`src/rtl/uart_matrix_rx.sv`:
```
`default_nettype none
// ============================================================================
//  Module   : uart_matrix_rx
//  Purpose  : 16x-oversampled UART receiver. It recovers 8N1 bytes, LSB first,
//             and presents each one in a one-entry valid/ready buffer. Framing
//             and overrun errors are reported as single-cycle pulses.
//  Options  : UART_RX_PARITY_EN - when defined, the frame is 8E1 and the
//             rx_parity_err pulse output is added.
//  Revision : 1.0 - initial release
// ============================================================================
module uart_matrix_rx #(
  parameter int CLK_FREQ   = 100000000,
  parameter int BAUD_RATE  = 115200,
  parameter int OVERSAMPLE = 16
) (
  input  logic       clk,
  input  logic       uart_rx_rst_n,
  input  logic       uart_rx,
  output logic [7:0] rx_data,
  output logic       rx_valid,
  input  logic       rx_ready,
  output logic       rx_frame_err,
  output logic       rx_overrun,
`ifdef UART_RX_PARITY_EN
  output logic       rx_parity_err,
`endif
  output logic       uart_rx_work
);

  localparam int DIV = CLK_FREQ / (BAUD_RATE * OVERSAMPLE);
  localparam int DW  = (DIV > 1) ? $clog2(DIV) : 1;
  localparam logic [DW-1:0] DIV_LAST = DW'(DIV - 1);

  typedef enum logic [2:0] {
    S_IDLE   = 3'd0,
    S_START  = 3'd1,
    S_DATA   = 3'd2,
    S_STOP   = 3'd3,
`ifdef UART_RX_PARITY_EN
    S_PARITY = 3'd5,
`endif
    S_BREAK  = 3'd4
  } state_t;

  state_t          r_state;
  logic            r_sync1, r_sync2;
  logic [DW-1:0]   r_div_cnt;
  logic [3:0]      r_tick_cnt;
  logic [2:0]      r_bit_idx;
  logic [7:0]      r_shift;
  logic            r_s7, r_s8;
  logic            r_commit;
  logic            r_frame_err;
  logic            r_overrun;
  logic            r_work;
  logic [7:0]      r_data;
  logic            r_valid;
`ifdef UART_RX_PARITY_EN
  logic            r_par_bad;
  logic            r_parity_err;
`endif

  logic w_rx, w_tick, w_mid, w_end, w_maj;

  assign w_rx   = r_sync2;
  // The divider sits at zero in IDLE, so the first tick of a frame lands on
  // the first START cycle and all later ticks stay phase-aligned to the edge.
  assign w_tick = (r_state != S_IDLE) && (r_div_cnt == '0);
  assign w_mid  = w_tick && (r_tick_cnt == 4'd9);
  assign w_end  = w_tick && (r_tick_cnt == 4'd15);
  // Majority vote over the samples at ticks 7 and 8 and the live value at tick 9
  assign w_maj  = (r_s7 & r_s8) | (r_s7 & w_rx) | (r_s8 & w_rx);

  // Two-flop synchronizer; idle-high reset avoids a false start after reset
  always_ff @(posedge clk or negedge uart_rx_rst_n) begin
    if (!uart_rx_rst_n) begin
      r_sync1 <= 1'b1;
      r_sync2 <= 1'b1;
    end else begin
      r_sync1 <= uart_rx;
      r_sync2 <= r_sync1;
    end
  end

  // Oversample tick divider, held at zero while idle
  always_ff @(posedge clk or negedge uart_rx_rst_n) begin
    if (!uart_rx_rst_n) begin
      r_div_cnt <= '0;
    end else if (r_state == S_IDLE) begin
      r_div_cnt <= '0;
    end else if (r_div_cnt == DIV_LAST) begin
      r_div_cnt <= '0;
    end else begin
      r_div_cnt <= r_div_cnt + 1'b1;
    end
  end

  // Receive FSM: bit timing, sampling, shifting and the stop-bit decision
  always_ff @(posedge clk or negedge uart_rx_rst_n) begin
    if (!uart_rx_rst_n) begin
      r_state     <= S_IDLE;
      r_tick_cnt  <= 4'd0;
      r_bit_idx   <= 3'd0;
      r_shift     <= 8'h00;
      r_s7        <= 1'b1;
      r_s8        <= 1'b1;
      r_commit    <= 1'b0;
      r_frame_err <= 1'b0;
`ifdef UART_RX_PARITY_EN
      r_par_bad   <= 1'b0;
`endif
    end else begin
      r_commit    <= 1'b0;
      r_frame_err <= 1'b0;
      if (w_tick) begin
        r_tick_cnt <= r_tick_cnt + 4'd1;
        if (r_tick_cnt == 4'd7) r_s7 <= w_rx;
        if (r_tick_cnt == 4'd8) r_s8 <= w_rx;
      end
      case (r_state)
        S_IDLE: begin
          r_tick_cnt <= 4'd0;
          if (!w_rx) r_state <= S_START;
        end
        S_START: begin
          // A start bit that reads high at mid-bit is a glitch, not a frame
          if (w_mid && w_maj) begin
            r_state <= S_IDLE;
          end else if (w_end) begin
            r_state   <= S_DATA;
            r_bit_idx <= 3'd0;
          end
        end
        S_DATA: begin
          if (w_mid) r_shift <= {w_maj, r_shift[7:1]};
          if (w_end) begin
            if (r_bit_idx == 3'd7) begin
`ifdef UART_RX_PARITY_EN
              r_state <= S_PARITY;
`else
              r_state <= S_STOP;
`endif
            end else begin
              r_bit_idx <= r_bit_idx + 3'd1;
            end
          end
        end
`ifdef UART_RX_PARITY_EN
        S_PARITY: begin
          if (w_mid) r_par_bad <= w_maj ^ (^r_shift);
          if (w_end) r_state <= S_STOP;
        end
`endif
        S_STOP: begin
          // Decide at mid stop bit so the next start edge is never missed
          if (w_mid) begin
            if (w_maj) begin
              r_commit <= 1'b1;
              r_state  <= S_IDLE;
            end else begin
              r_frame_err <= 1'b1;
              r_state     <= S_BREAK;
            end
          end
        end
        S_BREAK: begin
          if (w_rx) r_state <= S_IDLE;
        end
        default: r_state <= S_IDLE;
      endcase
    end
  end

  // One-entry output buffer with overrun detection
  always_ff @(posedge clk or negedge uart_rx_rst_n) begin
    if (!uart_rx_rst_n) begin
      r_data       <= 8'h00;
      r_valid      <= 1'b0;
      r_overrun    <= 1'b0;
`ifdef UART_RX_PARITY_EN
      r_parity_err <= 1'b0;
`endif
    end else begin
      r_overrun    <= 1'b0;
`ifdef UART_RX_PARITY_EN
      r_parity_err <= 1'b0;
`endif
      if (r_commit) begin
`ifdef UART_RX_PARITY_EN
        r_parity_err <= r_par_bad;
`endif
        if (!r_valid || rx_ready) begin
          r_data  <= r_shift;
          r_valid <= 1'b1;
        end else begin
          r_overrun <= 1'b1;
        end
      end else if (r_valid && rx_ready) begin
        r_valid <= 1'b0;
      end
    end
  end

  // Busy flag, one cycle behind the FSM leaving and re-entering IDLE
  always_ff @(posedge clk or negedge uart_rx_rst_n) begin
    if (!uart_rx_rst_n) r_work <= 1'b0;
    else                r_work <= (r_state != S_IDLE);
  end

  assign rx_data      = r_data;
  assign rx_valid     = r_valid;
  assign rx_frame_err = r_frame_err;
  assign rx_overrun   = r_overrun;
  assign uart_rx_work = r_work;
`ifdef UART_RX_PARITY_EN
  assign rx_parity_err = r_parity_err;
`endif

endmodule
`default_nettype wire

```
`config.mk`:
```
export PLATFORM = sky130hd
export DESIGN_NAME = uart_matrix_rx
export DESIGN_NICKNAME = d
export VERILOG_FILES = /design/src/rtl/uart_matrix_rx.sv
export SDC_FILE = /design/constraint.sdc
export NUM_CORES = 1
export LEC_CHECK = 0
export ABC_AREA = 1
export BUFFER_PORTS_ARGS = -buffer_cell sky130_fd_sc_hd__buf_2
export CORE_UTILIZATION = 50
export CTS_CLUSTER_SIZE = 12
export DETAILED_ROUTE_END_ITERATION = 12
export GPL_TIMING_DRIVEN = 1
export PLACE_DENSITY = 0.77
export SLEW_MARGIN = 10
export SYNTH_ARGS = -nofsm -noshare
export SYNTH_HDL_FRONTEND = slang
export SYNTH_SLANG_ARGS = --single-unit
```
`constraint.sdc`:
```
create_clock -name clk -period 1.8 [get_ports clk]
set_clock_uncertainty 0.05 [all_clocks]
set_input_delay 0.36 -clock clk [delete_from_list [all_inputs] [get_ports clk]]
set_output_delay 0.36 -clock clk [all_outputs]
set_load 0.05 [all_outputs]
```
==> flow_metrics.tcl <==
set metrics [dict create \
    die_x_um 64.86 \
    worstMarginPinSlew_ns 0.5042 \
    synth_cell_type_count 28 \
    swShare_pct 18.81 \
    antenna_found_initial 0 \
    syn_area_mm2 0.001976 \
    rsz0062_at_grt "false" \
    ir_drop_v 0.0006733 \
    grt_max_degree 42 \
    ys_ff_latch 41 \
    dr_total_vias 1361 \
    coreArea_mm2 0.003716 \
    setup_tns_ns 0 \
    cap_violations 0 \
    drive_above_1_share_pct 21.34 \
    setup_viol 0 \
    grt_usage_pct 18.30 \
    seqPwrFrac_pct 50.6 \
    timing.final.ws_setup_ns 0.2150 \
    crit_path_max_fanout 5 \
    cts_tree "built" \
    holdWs_ns 0.05948 \
    internal-power_mw 1.487 \
    cts_hold_buf 0 \
    comb_power_share_pct 1.3 \
    nNetsFinal 250 \
    grt_pass1_vias 1383 \
    fmax_mhz 630.9 \
    synth_top_area_share_pct 46.87 \
    critical_path_buf_inv_count 2 \
    via_per_inst 4.742 \
    drtAntennaViolNets 0 \
    ctsResizeCount 0 \
    drc 0 \
    start_util_pct 53.16 \
    rows 22 \
    fillCellCount 304 \
    outcome "complete, no violations" \
    switchingPower_mw 0.3445 \
    die_area_mm2 0.004207 \
    grt_pass1_wl_um 5727 \
    routed_wl_um 3198 \
    hold_path.class "input port to async pin" \
    cp.required_ns 1.94 \
    syn_nets 227 \
    clkLatencyLatePin_ns 0.29 \
    crit_chain "inv_1, ha_1, nand2_1, nor2_4, nand3_2, nand2_2, inv_2, nor2_4, nand2_2, nand2_1, nand2_1" \
    crit_top_cell "nand2_1" \
    postSynthAreaPerCell_um2 9.189 \
    cts_setup_buffers 0 \
    clk_pin_slew_ns 0.08 \
    slowest_delay_ns 0.43 \
    overflow 0 \
    synthTopCellsByArea "dfrtp_1 47%, nand2_1 9.7%, inv_1 5.5%, dfstp_2 5.3%, ha_1 5.1%" \
    die_y_um 64.86 \
    place_ws_ns 0.2257 \
    cts_max_path_buffers 2 \
    finalHoldViolations 0 \
    total_leakage_power_nw 1.125 \
    layout_min_cycle_time_ns 1.585 \
    htreeDepth 2 \
    numPortBuffers 15 \
    yosysSeqAreaShare_pct 52.18 \
    crit_path_start_kind "flip-flop" \
    crit_family "simple AND/OR/NAND/NOR gates" \
    gp_congestion 0.9239 \
    max-slew-margin-rel_pct 66.38 \
    power.density_mw_per_mm2 811.8 \
    criticalPathCategory "flip-flop to flip-flop" \
    syn2layout_area_growth_pct 14.19 \
    dpl.cell_count 279 \
    cts_made_buffers 5 \
    clockPowerShare_pct 48.2 \
    ys_warn_count 0 \
    cp-end-kind "flip-flop" \
    slew_viol_final 0 \
    worstPathArrival_ns 1.72 \
    ios 16 \
    place_hpwl_um 2229 \
    n_antenna_cell 0 \
    synth_top_area_cell "dfrtp_1" \
    fin_crit_sh_pct 88.06 \
    drtPass1Iterations 4 \
    wire_per_inst_um 11.14 \
    crit_slowest_cell "dfrtp_1" \
    root_buffer "clkbuf_8" \
    netlist_instances 215 \
    instances_no_fill 287 \
    clock-sinks 41 \
    drt_iter0_drc 79 \
]
## registers in the layout (all words and copies together), names as in the netlist
register,count
rx_overrun,1
r_commit,1
r_bit_idx,3
rx_frame_err,1
r_div_cnt,6
r_state,3
r_sync2,1
uart_rx_work,1
r_s8,1
rx_data,8
r_sync1,1
r_shift,8
rx_valid,1
r_s7,1
r_tick_cnt,4
## cells by family after synthesis
kind of cell	count (synthesis)	share of synthesized area, %
AOI/OAI and AO/OA	26	6.903
xor gates and xnor gates	4	1.774
adders and majority gates	8	5.067
buffers and inverters	37	8.106
DFF	41	52.18
and+or+nand+nor	99	25.97
## routing by layer
metal	part of all wire, %	vias up	track usage [%]	wire length (um)
met5	0	-	0	0
met2	47	21	30.86	1489
met3	3.2	8	4.930	102
met4	2.7	0	10.00	87
met1	47	613	20.90	1518
li1	-	719	-	-
## cells in the final DEF (no fill, tap or decap), drive strengths merged
master and n:
nor3b 1, bufinv 3, o31ai 2, xor2 2, or2 1, ha 8, inv 35, o21ai 23
nand4 3, nand2 56, dfstp 4, clkbuf 5, nor3 5, o22ai 1, dfrtp 37, buf 18
nand3 13, nor2 20, xnor2 2
## final timing paths
check                         startpoint         end  slack, ns  cells after the start
setup / recovery            r_div_cnt[0]  r_state[1]       0.21                     11
setup reg to reg            r_div_cnt[0]  r_state[1]       0.21                     11
hold / removal             uart_rx_rst_n  rx_data[2]       0.06                      2
min in group clk                 uart_rx     r_sync1       0.11                      1
max in group asynchronous  uart_rx_rst_n        r_s8       1.26                      2
hold reg to reg                  r_sync1     r_sync2       0.31                      0
## metrics by stage
stage / utilization, % / instance area [um^2] / power, mW
after CTS: 60.71 / 2256 / 1.858
after global placement: 57.00 / 2118 / 0.9685
after global routing: 60.71 / 2256 / 1.907
after floorplan: - / 1976 / 0.9456
final: 60.71 / 2256 / 1.831
after detailed placement: 57.00 / 2118 / 0.9689
## synth_stat cells
cell,instances
nand3_2,2
o21ai_0,11
nand2_1,51
o21ai_1,12
ha_1,8
o22ai_1,1
dfstp_2,4
nor2_8,2
buf_6,1
nor2_4,4
bufinv_8,1
dfrtp_1,37
xor2_1,2
nand2_4,1
inv_2,5
nor2_1,13
or2_1,1
nor3_1,5
xnor2_1,2
clkbuf_1,1
nor2_2,1
nand3_4,1
inv_1,29
nand3_1,10
nand2_2,4
o31ai_1,2
nor3b_1,1
nand4_1,3
## power by group through the flow
stage / logic (mW) / clock network, mW / registers [mW]
5_1_grt: 0.0280 / 0.952 / 0.927
2_1_floorplan: 0.00172 / 0 / 0.944
4_1_cts: 0.0250 / 0.907 / 0.926
3_5_place_dp: 0.0248 / 0 / 0.944
6_report: 0.0233 / 0.882 / 0.926
3_3_place_gp: 0.0246 / 0 / 0.944
## area by class of cell
class | count | area [um^2] | area share, %
inverters | 35 | 145.1 | 6.434
repair buffers | 18 | 97.59 | 4.326
flip-flops and latches | 41 | 1031 | 45.70
well taps | 48 | 60.06 | 2.662
multi-input cells | 137 | 784.5 | 34.78
clock buffers | 5 | 68.82 | 3.050
clock inverters | 3 | 68.82 | 3.050
No activity file was read; power rests on OpenSTA's default activity.
